**src/rtl/alu_arb_pkg.sv**
```systemverilog
// Shared definitions for the two-requester ALU arbiter: opcodes, FSM states
// and a small index-to-one-hot helper.
package alu_arb_pkg;

    localparam logic [1:0] OP_ADD = 2'b00;
    localparam logic [1:0] OP_SUB = 2'b01;
    localparam logic [1:0] OP_AND = 2'b10;
    localparam logic [1:0] OP_XOR = 2'b11;

    typedef enum logic [1:0] {
        ST_IDLE = 2'b00,
        ST_EXEC = 2'b01,
        ST_RESP = 2'b10
    } state_e;

    function automatic logic [1:0] onehot2(input logic idx);
        return idx ? 2'b10 : 2'b01;
    endfunction

endpackage

```
**src/rtl/alu_arbiter_alu.sv**
```systemverilog
// 8-bit combinational ALU; cout is the ADD carry or the SUB no-borrow flag
// (A >= B), and zero for the logic operations.
module alu
    import alu_arb_pkg::*;
(
    input  logic [1:0] op,
    input  logic [7:0] i0,
    input  logic [7:0] i1,
    output logic [7:0] o,
    output logic       cout
);

    logic [8:0] sum_s;

    // Nine-bit result so the top bit carries out of ADD and out of A + ~B + 1.
    always_comb begin
        sum_s = 9'd0;
        case (op)
            OP_ADD:  sum_s = {1'b0, i0} + {1'b0, i1};
            OP_SUB:  sum_s = {1'b0, i0} + {1'b0, ~i1} + 9'd1;
            OP_AND:  sum_s = {1'b0, i0 & i1};
            OP_XOR:  sum_s = {1'b0, i0 ^ i1};
            default: sum_s = 9'd0;
        endcase
    end

    assign o    = sum_s[7:0];
    assign cout = sum_s[8];

endmodule

```
**src/rtl/alu_arbiter.sv**
```systemverilog
// Round-robin arbiter sharing one ALU between two requesters; each operation
// runs IDLE (accept) -> EXEC (compute) -> RESP (hold until consumed).
module alu_arbiter
    import alu_arb_pkg::*;
#(
    parameter logic PRIO_RESET = 1'b0
) (
    input  logic        clk,
    input  logic        rst_n,
    input  logic [1:0]  req_valid,
    output logic [1:0]  req_ready,
    input  logic [3:0]  req_op,
    input  logic [15:0] req_a,
    input  logic [15:0] req_b,
    output logic [1:0]  rsp_valid,
    input  logic [1:0]  rsp_ready,
    output logic [7:0]  rsp_data,
    output logic        rsp_cout,
    output logic        rsp_zero,
    output logic        busy
);

    state_e      state_r, state_nx_s;
    logic        grant_r, grant_sel_s, ptr_r;
    logic        accept_s, done_s;
    logic [1:0]  op_r;
    logic [7:0]  a_r, b_r;
    logic [7:0]  alu_o_s;
    logic        alu_cout_s;
    logic [7:0]  rsp_data_r;
    logic        rsp_cout_r, rsp_zero_r, busy_r;
    logic [1:0]  rsp_valid_r;

    alu u_alu (
        .op   (op_r),
        .i0   (a_r),
        .i1   (b_r),
        .o    (alu_o_s),
        .cout (alu_cout_s)
    );

    // Next-state, grant selection and handshake detection.
    always_comb begin
        state_nx_s  = state_r;
        grant_sel_s = 1'b0;
        accept_s    = 1'b0;
        done_s      = 1'b0;
        case (state_r)
            ST_IDLE: begin
                if (|req_valid) begin
                    accept_s   = 1'b1;
                    state_nx_s = ST_EXEC;
                    if (req_valid == 2'b11) begin
                        grant_sel_s = ptr_r;
                    end else begin
                        grant_sel_s = req_valid[1];
                    end
                end else begin
                    state_nx_s = ST_IDLE;
                end
            end
            ST_EXEC: state_nx_s = ST_RESP;
            ST_RESP: begin
                // Only the granted requester's rsp_ready can complete the handshake.
                if (rsp_ready[grant_r]) begin
                    done_s     = 1'b1;
                    state_nx_s = ST_IDLE;
                end else begin
                    state_nx_s = ST_RESP;
                end
            end
            default: state_nx_s = ST_IDLE;
        endcase
    end

    assign req_ready = (accept_s && rst_n) ? onehot2(grant_sel_s) : 2'b00;

    // State, captured operands, registered response and round-robin pointer.
    always_ff @(posedge clk or negedge rst_n) begin
        if (!rst_n) begin
            state_r     <= ST_IDLE;
            grant_r     <= 1'b0;
            ptr_r       <= PRIO_RESET;
            op_r        <= 2'b00;
            a_r         <= 8'h00;
            b_r         <= 8'h00;
            rsp_data_r  <= 8'h00;
            rsp_cout_r  <= 1'b0;
            rsp_zero_r  <= 1'b0;
            rsp_valid_r <= 2'b00;
            busy_r      <= 1'b0;
        end else begin
            state_r <= state_nx_s;
            busy_r  <= (state_nx_s != ST_IDLE);
            if (accept_s) begin
                grant_r <= grant_sel_s;
                op_r    <= req_op[{grant_sel_s, 1'b0} +: 2];
                a_r     <= req_a[{grant_sel_s, 3'b000} +: 8];
                b_r     <= req_b[{grant_sel_s, 3'b000} +: 8];
            end
            if (state_r == ST_EXEC) begin
                rsp_data_r  <= alu_o_s;
                rsp_cout_r  <= ((op_r == OP_ADD) || (op_r == OP_SUB)) ? alu_cout_s : 1'b0;
                rsp_zero_r  <= (alu_o_s == 8'h00);
                rsp_valid_r <= onehot2(grant_r);
            end
            if (done_s) begin
                rsp_valid_r <= 2'b00;
                ptr_r       <= ~grant_r;
            end
        end
    end

    assign rsp_valid = rsp_valid_r;
    assign rsp_data  = rsp_data_r;
    assign rsp_cout  = rsp_cout_r;
    assign rsp_zero  = rsp_zero_r;
    assign busy      = busy_r;

endmodule
```
**config.mk**
```make
export PLATFORM = sky130hd
export DESIGN_NAME = alu_arbiter
export DESIGN_NICKNAME = d
export VERILOG_FILES = /design/src/rtl/alu_arb_pkg.sv /design/src/rtl/alu_arbiter_alu.sv /design/src/rtl/alu_arbiter.sv
export SDC_FILE = /design/constraint.sdc
export NUM_CORES = 1
export LEC_CHECK = 0
export ABC_AREA = 1
export CAP_MARGIN = 40
export CORE_MARGIN = 8
export CORE_UTILIZATION = 50
export CTS_BUF_LIST = sky130_fd_sc_hd__clkbuf_2 sky130_fd_sc_hd__clkbuf_4 sky130_fd_sc_hd__clkbuf_8
export DETAILED_ROUTE_END_ITERATION = 10
export PLACE_DENSITY = 0.8
export SETUP_SLACK_MARGIN = 0.15
export SLEW_MARGIN = 20
export SYNTH_ARGS = -nofsm -noshare
export SYNTH_HDL_FRONTEND = slang
export SYNTH_SLANG_ARGS = --single-unit
```
**constraint.sdc**
```tcl
create_clock -name clk -period 3.11 [get_ports clk]
set_input_delay 0.622 -clock clk [delete_from_list [all_inputs] [get_ports clk]]
set_output_delay 0.622 -clock clk [all_outputs]
set_load 0.05 [all_outputs]
```
### Yosys cells after proc, flatten, opt, wreduce, memory -nomap -nowiden

Index checks and enable logic that the tools add are counted.

| word-level totals | value |
|---|---|
| register bits after elaboration | 35 |
| input port bits | 42 |
| output and inout bits | 15 |
| logic and storage cells | 55 |

| cells by class | value |
|---|---|
| $add $sub $neg | 3 |
| magnitude comparators | 1 |
| equal/unequal tests | 6 |
| shift-type cells | 3 |
| muxes and demuxes | 19 |
| bitwise operators | 4 |
| reduce and logical (&&, ||, !) cells | 8 |

Operator list:

| cell | count |
|---|---|
| case mux 9 bit (4 select lines) | 1 |
| indexed part select 16 x 5 -> 8 bit | 2 |
| adder 8 x 8 -> 9 bit | 2 |
| two-way mux 2 bit | 6 |
| two-way mux 1 bit | 11 |
| adder 9 x 1 -> 9 bit, second input constant | 1 |
| bitwise AND 8 bit | 1 |
| equality test 2 bit, second input constant | 4 |
| logical NOT 8 bit | 1 |
| inverter 8 bit | 1 |
| XOR 8 bit | 1 |
| case mux 2 bit (3 select lines) | 1 |
| equality test 2 x 1 -> 1 bit, second input constant | 2 |
| logical NOT 2 bit | 2 |
| nonzero test 2 bit | 2 |
| indexed part select 4 x 3 -> 2 bit | 1 |
| < comparator 1 x 2 -> 1 bit, second input constant | 1 |
| OR reduction 2 bit | 1 |
| logical AND 1 bit | 1 |
| logical OR 1 bit | 1 |
| inverter 1 bit | 1 |

### Logic depth before layout (Yosys ltp)

| logic depth | value |
|---|---|
| word-level depth | 6 |
| gate-level depth with buffers | 15 |
| gate-level depth less buffers | 15 |

### Modules after synthesis

A second synthesis with hierarchy kept.

| second synthesis, totals | value |
|---|---|
| cell total of the unflattened synthesis | 411 |
| area total of the unflattened synthesis | 2,775.2 µm² |

By module, submodules not included:

| module | times used | cells each | area each (µm²) | seq. area each (µm²) |
|---|---|---|---|---|
| alu_arbiter | 1 | 236 | 1,775.5 | 875.8 |
| alu | 1 | 175 | 999.7 | 0.0 |

### Worst setup path after synthesis

OpenSTA, ideal clock, no wires.

| timing | value |
|---|---|
| path kind | input -> output |
| start | input port req_valid[0] |
| end | output port req_ready[0] |
| arrival | 2,007 ps |
| required time | 2,488 ps |
| setup slack | 481 ps |
| stages on the path | 4 |
| cells stage by stage | nand2_1 and3_1 clkbuf_1 nor3_1 |

| on the way | value |
|---|---|
| cells in the longest elaborated chain, start to end | 6 |
| elaborated cells between the ends (all ways) | 10 |
| those cells by class | 1 x eq/ne; 7 x mux; 2 x reduce/logical |

RTL lines:

| element | RTL line | text |
|---|---|---|
| start, declared | alu_arbiter.sv:10 | `input logic [1:0] req_valid,` |
| equality test 2 bit | alu_arbiter.sv:53 | `if (req_valid == 2'b11) begin` |
| two-way mux 1 bit | alu_arbiter.sv:53 |  |
| two-way mux 1 bit | alu_arbiter.sv:50 | `if (\|req_valid) begin` |
| two-way mux 1 bit | alu_arbiter.sv:48 | `case (state_r)` |
| two-way mux 2 bit | alu_arb_pkg.sv:17 | `return idx ? 2'b10 : 2'b01;` |
| two-way mux 2 bit (*) | alu_arbiter.sv:76 | `assign req_ready = (accept_s && rst_n) ? onehot2(grant_sel_s) : 2'b00;` |
| end, declared | alu_arbiter.sv:11 | `output logic [1:0] req_ready,` |

Every way passes the cells marked *; elsewhere a longest branch is shown, timed or not.

### Final worst setup path

Ends and elaborated chain as after synthesis.

==> results.sh <==
export IMPL_ys_seq_elements=35
export IMPL_critPathArrivalTime_ns=1.85
export IMPL_cts_buffer_depth=2
export IMPL_synth_cells=360
export IMPL_wl_per_cell_um=13.6
export IMPL_rows=25
export IMPL_fmax_ghz=0.404
export IMPL_avgViaCountPerCell=5.16
export IMPL_r2r_slack_ns=1.02
export IMPL_worstHoldStart="rsp_data[5]"
export IMPL_core_um2=4790
export IMPL_synth_area_mux_share=0
export IMPL_critical_path_class="primary input to output port"
export IMPL_dr_first_iter_drc_count=146
export IMPL_max_cap_violations=0
export IMPL_antenna_found_initial=0
export IMPL_synthesis_nets=421
export IMPL_grt_max_degree=36
export IMPL_h_tree_depth=2
export IMPL_syn_to_final_growth_pct=29.1
export IMPL_peakVddDrop_uv=552
export IMPL_numCtsBuffers=5
export IMPL_gp_congestion=0.928
export IMPL_r2r_cells=12
export IMPL_r2r_end="rsp_zero"
export IMPL_grt_setup_unrepaired="false"
export IMPL_n_fill_cell=421
export IMPL_ys_warnings_count=0
export IMPL_synth_xor_area_frac=0
export IMPL_skew_ns=0.00558
export IMPL_synth_simple_area_share=0.295
export IMPL_drt_first_pass_iters=5
export IMPL_critPathCaptureType="output port"
export IMPL_p_leak_nw=1.58
export IMPL_hold_end="rsp_data[5]"
export IMPL_globalRouteOverflowTotal=0
export IMPL_slew_violations=0
export IMPL_relSlewSlack=0.662
export IMPL_tightest_slew_ns=0.505
export IMPL_track_usage=0.185
export IMPL_cts_hold_repair_buffers=0
export IMPL_period_needed_ns=2.48
export IMPL_powerDensity_nw_per_um2=1230
export IMPL_drt_total_wl_um=6570
export IMPL_synth_top_family_by_area="simple AND/OR/NAND/NOR gates"
export IMPL_diodes=0
export IMPL_drcViolationCount=0
export IMPL_dr_total_vias=2488
export IMPL_post_route_cells_drive_above_1_share=0.0675
export IMPL_cts_tree="yes"
export IMPL_nNetsFinal=475
export IMPL_yosys_area_share_adder=0.101
export IMPL_die_h_um=86.8
export IMPL_ys_seq_area_frac=0.349
export IMPL_io_buffers=56
export IMPL_syn_cell_area_um2=2510
export IMPL_hold_path_class="register to register"
export IMPL_critPathRequiredTime_ns=2.49
export IMPL_die_area_um2=7540
export IMPL_hold_viol_final=0
export IMPL_fp_dieW_um=86.8
export IMPL_ys_types=29
export IMPL_crit_fanout=3
export IMPL_grt_pass1_vias=2475
export IMPL_syn_avg_cell_area_um2=6.97
export IMPL_r2r_start="b_r[0]"
export IMPL_clk_pin_slew_worst_paths_ns=0.07
export IMPL_ios=57
export IMPL_timing_setup_tns_ns=0
export IMPL_cts_sinks=35
export IMPL_start_util=0.524
export IMPL_min_path_cells=2
export IMPL_ctsResizeCount=0
export IMPL_cts_root_buf="clkbuf_8"
export IMPL_cts_setup_buffers=0
export IMPL_power_total_mw=3.98
export IMPL_grt_pass1_wl_um=11200
export IMPL_dpl_hpwl_um=5090
export IMPL_synth_compound_area_frac=0.146
export IMPL_clock_latency_ns=0.29
export IMPL_timing_critical_path_from_type="primary input"
export IMPL_finalCritPeriodShare=0.796
export IMPL_ant_nets=0
export IMPL_status="finished, final reports clean"
export IMPL_setup_violations=0
placed cells by master, fill, tap and decap left out:
cell type / Yosys / routed
o21ai_1: 9 / 9
nand2_1: 93 / 93
o2111ai_1: 1 / 1
a21oi_1: 10 / 10
clkdlybuf4s50_1: 0 / 54
buf_4: 4 / 4
inv_1: 46 / 46
clkbuf_8: 0 / 5
nand4_1: 3 / 3
and2_1: 1 / 1
buf_12: 0 / 2
nor3_1: 1 / 1
clkinv_4: 0 / 1
o21ai_0: 26 / 26
a21oi_2: 1 / 1
o22ai_1: 16 / 16
or2_4: 1 / 1
and3_1: 1 / 1
nand3_1: 31 / 31
nor2_2: 3 / 3
inv_2: 6 / 6
nand3b_1: 1 / 1
a21boi_0: 1 / 1
clkinv_2: 0 / 1
bufinv_16: 0 / 1
o211ai_1: 1 / 1
nor2_1: 38 / 38
dfrtp_1: 35 / 35
o21ai_2: 1 / 1
nor2_4: 2 / 2
fa_1: 2 / 2
ha_1: 17 / 17
state kept, by name (all words and copies together) (netlist names):
register   count
a_r            8
b_r            8
busy           1
grant_r        1
op_r           2
ptr_r          1
rsp_cout       1
rsp_data       8
rsp_valid      2
rsp_zero       1
state_r        2
power breakdown:
part | internal, mW | leakage (nW) | switching, mW
Clock | 0.238 | 0.0581 | 0.169
Sequential | 0.683 | 0.431 | 0.169
Combinational | 0.944 | 1.10 | 1.78
Total | 1.87 | 1.58 | 2.12
through the flow:
step                hold slack [ns]  std cells  worst slack, ns  instance area (um2)   util
global placement              0.466        474            0.687                 3130  0.653
CTS                           0.490        482            0.616                 3240  0.677
detailed placement            0.470        474            0.632                 3130  0.653
floorplan                     0.326        360            0.481                 2510      -
global route                  0.519        482            0.560                 3240  0.677
finish                        0.483        482            0.635                 3240  0.677
logic make-up (layout without fill, tap and decap cells):
| kind of cell | after synthesis | in the layout |
|---|---|---|
| AO/OA/AOI/OAI | 66 | 66 |
| adder cells (fa/ha/maj) | 19 | 19 |
| buffers and inverters | 65 | 120 |
| flip-flops | 35 | 35 |
| AND/OR/NAND/NOR | 175 | 175 |
synthesized netlist by cell type:
library cell | count | area [um2]
nand2_1 | 93 | 349
inv_1 | 46 | 173
nor2_1 | 38 | 143
dfrtp_1 | 35 | 876
nand3_1 | 31 | 155
o21ai_0 | 26 | 130
ha_1 | 17 | 213
o22ai_1 | 16 | 100
a21oi_1 | 10 | 50.1
o21ai_1 | 9 | 45.0
inv_2 | 6 | 22.5
buf_2 | 4 | 20.0
buf_4 | 4 | 30.0
clkbuf_1 | 4 | 15.0
nand4_1 | 3 | 18.8
nor2_2 | 3 | 18.8
fa_1 | 2 | 40.0
nor2_4 | 2 | 22.5
a21boi_0 | 1 | 7.51
a21oi_2 | 1 | 8.76
and2_1 | 1 | 6.26
and3_1 | 1 | 6.26
buf_6 | 1 | 11.3
nand3b_1 | 1 | 7.51
nor3_1 | 1 | 5.00
o2111ai_1 | 1 | 8.76
o211ai_1 | 1 | 7.51
o21ai_2 | 1 | 8.76
or2_4 | 1 | 8.76
routing by layer:
| metal | routed length, um | GRT usage | up-vias |
|---|---|---|---|
| li1 | - | - | 1270 |
| met1 | 3030 | 0.232 | 1139 |
| met2 | 3170 | 0.303 | 71 |
| met3 | 276 | 0.0406 | 8 |
| met4 | 97 | 0.0642 | 0 |
| met5 | 0 | 0 | - |
worst max-delay path, cell delays in order:
cell and delay, ns:
clkdlybuf4s50_1 0.50, nand2_1 0.06, and3_1 0.17, nor3_1 0.30, buf_12 0.19
worst max-delay path by stage:
stage | depth (start not counted) | from | endpoint
floorplan | 4 | req_valid[0] | req_ready[0]
global placement | 5 | req_valid[0] | req_ready[0]
detailed placement | 5 | req_valid[0] | req_ready[0]
CTS | 5 | req_valid[0] | req_ready[0]
global route | 5 | req_valid[0] | req_ready[0]
finish | 5 | req_valid[0] | req_ready[0]
final cells by class:
type	instances	area, um2	share of cell area
timing repair buffer	60	611	0.189
clock inverter	3	43.8	0.0135
sequential	35	876	0.270
tap	67	83.8	0.0259
clock buffer	5	68.8	0.0213
inverter	52	195	0.0603
multi-input combinational	260	1360	0.420
No activity file was read; power rests on OpenSTA's default activity.
